### src/rtl/fa_count_seq.sv
// fa_count_seq: sequencing stage wrapped around an external 2-bit full adder.
// A run loads a start count and a step. Every unpaused RUN cycle it presents
// count/step to the adder, reloads the adder sum as the new count and counts
// carry-outs. The run ends once WRAPS carries have been accepted. Every adder
// result is also checked against a locally computed expected sum.
//
// Ports:
//   clk, rst_n        clock, asynchronous active-low reset
//   start             run request, sampled in IDLE only
//   load_val, step    initial count and increment, captured on accepted start
//   pause             holds all RUN state while high
//   clr               synchronous abort/clear (returns to IDLE)
//   add_a, add_b      operands to the adder (count, step while in RUN)
//   add_sum, add_stat result and carry-out from the adder
//   count             registered count
//   busy, done        high in RUN / high for the single DONE cycle
//   wrap_pulse        one-cycle pulse after each accepted carry
//   wrap_cnt          carries accepted in the current run
//   err_step          sticky: start seen with step == 0
//   chk_err           sticky: adder result disagreed with expected sum
module fa_count_seq #(
    parameter int WRAPS = 1  // legal range 1..15
) (
    input  logic       clk,
    input  logic       rst_n,
    input  logic       start,
    input  logic [1:0] load_val,
    input  logic [1:0] step,
    input  logic       pause,
    input  logic       clr,
    output logic [1:0] add_a,
    output logic [1:0] add_b,
    input  logic [1:0] add_sum,
    input  logic       add_stat,
    output logic [1:0] count,
    output logic       busy,
    output logic       wrap_pulse,
    output logic [3:0] wrap_cnt,
    output logic       done,
    output logic       err_step,
    output logic       chk_err
);

    typedef enum logic [1:0] {
        IDLE = 2'd0,
        RUN  = 2'd1,
        DONE = 2'd2
    } state_t;

    localparam logic [3:0] WRAPS_L = 4'(WRAPS);

    state_t     state, state_nxt;
    logic [1:0] step_r;
    logic       accept;    // start taken in IDLE with a usable step
    logic       bad_start; // start in IDLE with step == 0
    logic       adv;       // one add consumed this cycle
    logic       carry;     // carry accepted this cycle
    logic       last;      // this carry completes the run
    logic       mism;      // adder result disagrees with expectation
    logic [2:0] exp_sum;

    // Outputs decoded straight from state so an async reset clears them
    // without waiting for an edge.
    assign busy  = (state == RUN);
    assign done  = (state == DONE);
    assign add_a = count;
    assign add_b = busy ? step_r : 2'd0;

    always_ff @(posedge clk or negedge rst_n) begin
        if (!rst_n) state <= IDLE;
        else        state <= state_nxt;
    end

    always_comb begin
        accept    = 1'b0;
        bad_start = 1'b0;
        adv       = 1'b0;
        carry     = 1'b0;
        last      = 1'b0;
        mism      = 1'b0;
        exp_sum   = {1'b0, add_a} + {1'b0, add_b};
        state_nxt = state;

        case (state)
            IDLE: begin
                accept    = start && (step != 2'd0);
                bad_start = start && (step == 2'd0);
                if (accept) state_nxt = RUN;
            end
            RUN: begin
                adv   = !pause;
                // carry comes only from the adder, never recomputed here
                carry = adv && add_stat;
                last  = carry && ((wrap_cnt + 4'd1) == WRAPS_L);
                mism  = adv && ({add_stat, add_sum} != exp_sum);
                if (last) state_nxt = DONE;
            end
            DONE:    state_nxt = IDLE;
            default: state_nxt = IDLE;
        endcase

        if (clr) state_nxt = IDLE;
    end

    always_ff @(posedge clk or negedge rst_n) begin
        if (!rst_n) begin
            count      <= 2'd0;
            step_r     <= 2'd0;
            wrap_cnt   <= 4'd0;
            wrap_pulse <= 1'b0;
            err_step   <= 1'b0;
            chk_err    <= 1'b0;
        end else if (clr) begin
            // step_r is left alone: it only matters after the next accept
            count      <= 2'd0;
            wrap_cnt   <= 4'd0;
            wrap_pulse <= 1'b0;
            err_step   <= 1'b0;
            chk_err    <= 1'b0;
        end else begin
            wrap_pulse <= carry;
            if (accept) begin
                count    <= load_val;
                step_r   <= step;
                wrap_cnt <= 4'd0;
                chk_err  <= 1'b0;
            end
            if (bad_start) err_step <= 1'b1;
            if (adv)       count    <= add_sum;
            if (carry)     wrap_cnt <= wrap_cnt + 4'd1;
            if (mism)      chk_err  <= 1'b1;
        end
    end

endmodule

### config.mk
export PLATFORM = sky130hd
export DESIGN_NAME = fa_count_seq
export DESIGN_NICKNAME = d
export VERILOG_FILES = /design/src/rtl/fa_count_seq.sv
export SDC_FILE = /design/constraint.sdc
export NUM_CORES = 1
export LEC_CHECK = 0
export BUFFER_PORTS_ARGS = -buffer_cell sky130_fd_sc_hd__buf_2
export CAP_MARGIN = 5
export CORE_MARGIN = 1
export CORE_UTILIZATION = 48
export CTS_CLUSTER_SIZE = 16
export DETAILED_ROUTE_END_ITERATION = 10
export PLACE_DENSITY = 0.82
export SKIP_CTS_REPAIR_TIMING = 1
export SYNTH_ARGS = -nofsm -noshare
export SYNTH_HDL_FRONTEND = slang
export SYNTH_SLANG_ARGS = --single-unit
export TNS_END_PERCENT = 1
### constraint.sdc
create_clock -name clk -period 2.8 [get_ports clk]
set_input_delay 0.42 -clock clk [delete_from_list [all_inputs] [get_ports clk]]
set_output_delay 0.42 -clock clk [all_outputs]
set_load 0.005 [all_outputs]
==> impl_results.md <==
* Final Max Slew Viols at 0
* Clock Pin Slew Worst Setup and Hold Paths at around 0.08 ns
* Pleak at around 0.46 nW
* Die width at roughly 42 um
* Min cycle time layout at 2.18 ns
* Cell family with most CP delay: adder cells
* # fillers at 121
* Initial Util at 0.515
* Layout cell share with drive strength beyond 1 at 0.314
* Setup TNS at 0 ns
* Sequential cell area fraction in the yosys report at 0.415
* Num rows at 14
* Max_slew headroom at 0.530
* Antenna-violating nets left at 0
* Setup crit end kind: flop
* HP Class: input pin to async pin
* Drt pass-1 iters at 4
* Power per Cell Area at ~440 nW/um2
* Total GRT Usage at 0.194
* Area Overhead vs Synth at 19.6%
* Max H-tree Level at 1
* Max Cap Viol at 0
* Clk Latency, worst-skew pair at 0.27 ns
* Initial antenna violation count at 0
* Congestion Overflow GR at 0
* Routed wire length at 1640 um
* Vias per cell at roughly 5.5
* Drt wl/cell at about 14 um
* Crit Path Category: flop to flop
* CTS Buf Count at 3
* Fraction of registers with async set/reset at 1.00
* Critical Path Max Stage Delay at 0.44 ns
* Die footprint at 1800 um2
* DP HPWL at ~1200 um
* CTS tree: yes
* Clk_skew at 0.00128 ns
* Clock sinks at 13
* GP Congestion at 0.867
* Syn Nets at 95
* Global-route wire length before repair at 2630 um
* Peak VDD IR at 0.000316 V
* Area contributors post-synth: dfrtp_1 41%, ha_1 4.8%, a21oi_1 3.8%
* Largest net degree at the start of global routing at 14
* Synthesized instance count at 79
* Core ar. at 1520 um2
* Diodes inserted at 0
* DRC at 0
* Startpoint Class: flop
* Finished Core Util at 0.616
* Chip height at 42.4 um
* Maximum root-to-sink buffer count at 2
* Port buffer count at 26
* Fmax at 458 MHz
* Crit path cell chain: nor2b_1 -> and2_1 -> ha_1 -> inv_1 -> fa_1 -> xnor2_1 -> o31ai_1 -> a21oi_1
* CP Data Arrival Time at 2.34 ns
* Via count at about 670
* Layout Nets at 122
* Yosys cell types at 34
* WHS at 0.0243 ns
* Vias in the first global route at 564
* Yosys top cell by area: dfrtp_1
* CP required at 2.95 ns
* Iteration-0 DRC Markers at 10
* I/O pin total at 27
* CP max FO at 8
* Ys Warns at 0
* Slowest-stage cell, CP: dfrtp_1
* Final-report hold violation count at 0
* Worst-Margin Slew at 0.703 ns
* Post-synth top flop: dfrtp_1
* Final setup viols at 0
* Clock root buffer master: clkbuf_4
* R2R Setup Slk at around 0.62 ns
* Share of the synthesized area in the top cell type at 0.415
* Post-synthesis register bit count at 13
* CP bufs+invs at 1
* Synthesized area at 785 um2
* Average instance area after synthesis at just under 10 um2
* Tcrit/Tclk final at 0.779
* Number of synthesized flops with an enable pin at 0
* Status: finished clean
* RSZ-0062 raised after global routing: false
[worst register-to-register path, stage by stage (launching register included)]
cell,delay (ns)
dfrtp_1,0.44
nor2b_1,0.31
and2_1,0.20
ha_1,0.14
inv_1,0.05
fa_1,0.44
xnor2_1,0.15
o31ai_1,0.25
a21oi_1,0.09
[state kept, by name, indices dropped and copies added, names as in the netlist]
name	cells
add_a	2
wrap_pulse	1
wrap_cnt	4
step_r	2
err_step	1
state	2
chk_err	1
[per-stage QoR]
step / std cells / worst slack, ns / cell area (um2) / power, W
6_report: 121 / 0.617 / 938 / 0.000411
5_1_grt: 121 / 0.365 / 938 / 0.000437
4_1_cts: 121 / 0.605 / 938 / 0.000417
3_5_place_dp: 117 / 0.640 / 911 / 0.000298
3_3_place_gp: 117 / 0.733 / 911 / 0.000296
2_1_floorplan: 79 / 0.744 / 785 / 0.000266
[area by class of cell]
cell class	instances	area, um2	area share
Sequential cell	13	325	0.347
Timing Repair Buffer	26	130	0.139
Clock buffer	3	22.5	0.0240
Tap cell	16	20.0	0.0213
Multi-Input combinational cell	55	409	0.436
Clock inverter	1	5.00	0.00533
Inverter	7	26.3	0.0280
[cells in the mapped netlist (2+ instances only)]
library cell and instances:
ha_1 3, inv_1 7, xor2_1 2, a2111oi_0 2, dfrtp_1 13, o31ai_1 2, a21oi_1 6, nand2_1 4
nor3_1 2, buf_4 2, nor2_1 7, mux2_1 2, nor3b_1 2, o211ai_1 2, nor2b_1 2, xnor2_1 3
[worst paths after layout]
check,cells after the start,end,startpoint
setup / recovery,8,chk_err,state[0]
hold / removal,1,chk_err,rst_n
setup reg to reg,8,chk_err,state[0]
hold reg to reg,1,step_r[1],step_r[1]
max in group asynchronous,1,step_r[0],rst_n
min in group clk,2,step_r[1],step[1]
[logic make-up after synthesis]
group,share of synthesized area
simple gates,0.225
compound gates,0.139
flops,0.415
buf+inv,0.0638
xor+xnor,0.0558
fa+ha+maj,0.0734
mux,0.0287
[per-layer routing]
layer / vias up / global-route usage / share of wire
met5: - / 0 / 0
met1: 312 / 0.306 / 0.49
met2: 18 / 0.271 / 0.46
li1: 334 / - / -
met3: 2 / 0.0172 / 0.036
met4: 0 / 0.0750 / 0.0061
[placed cells by master (no fill, tap or decap), drive strengths merged, types with 3 or more instances in the layout]
cell type / instances
ha: 3
nor3: 3
inv: 7
nor2: 7
a21oi: 6
dfrtp: 13
clkbuf: 3
nand2: 4
buf: 26
xnor2: 3
[report_power, final]
group          internal, W  switching (W)
clock            0.0000529      0.0000637
sequential        0.000201     0.00000970
combinational    0.0000381      0.0000455
No activity file was read; power rests on OpenSTA's default activity.
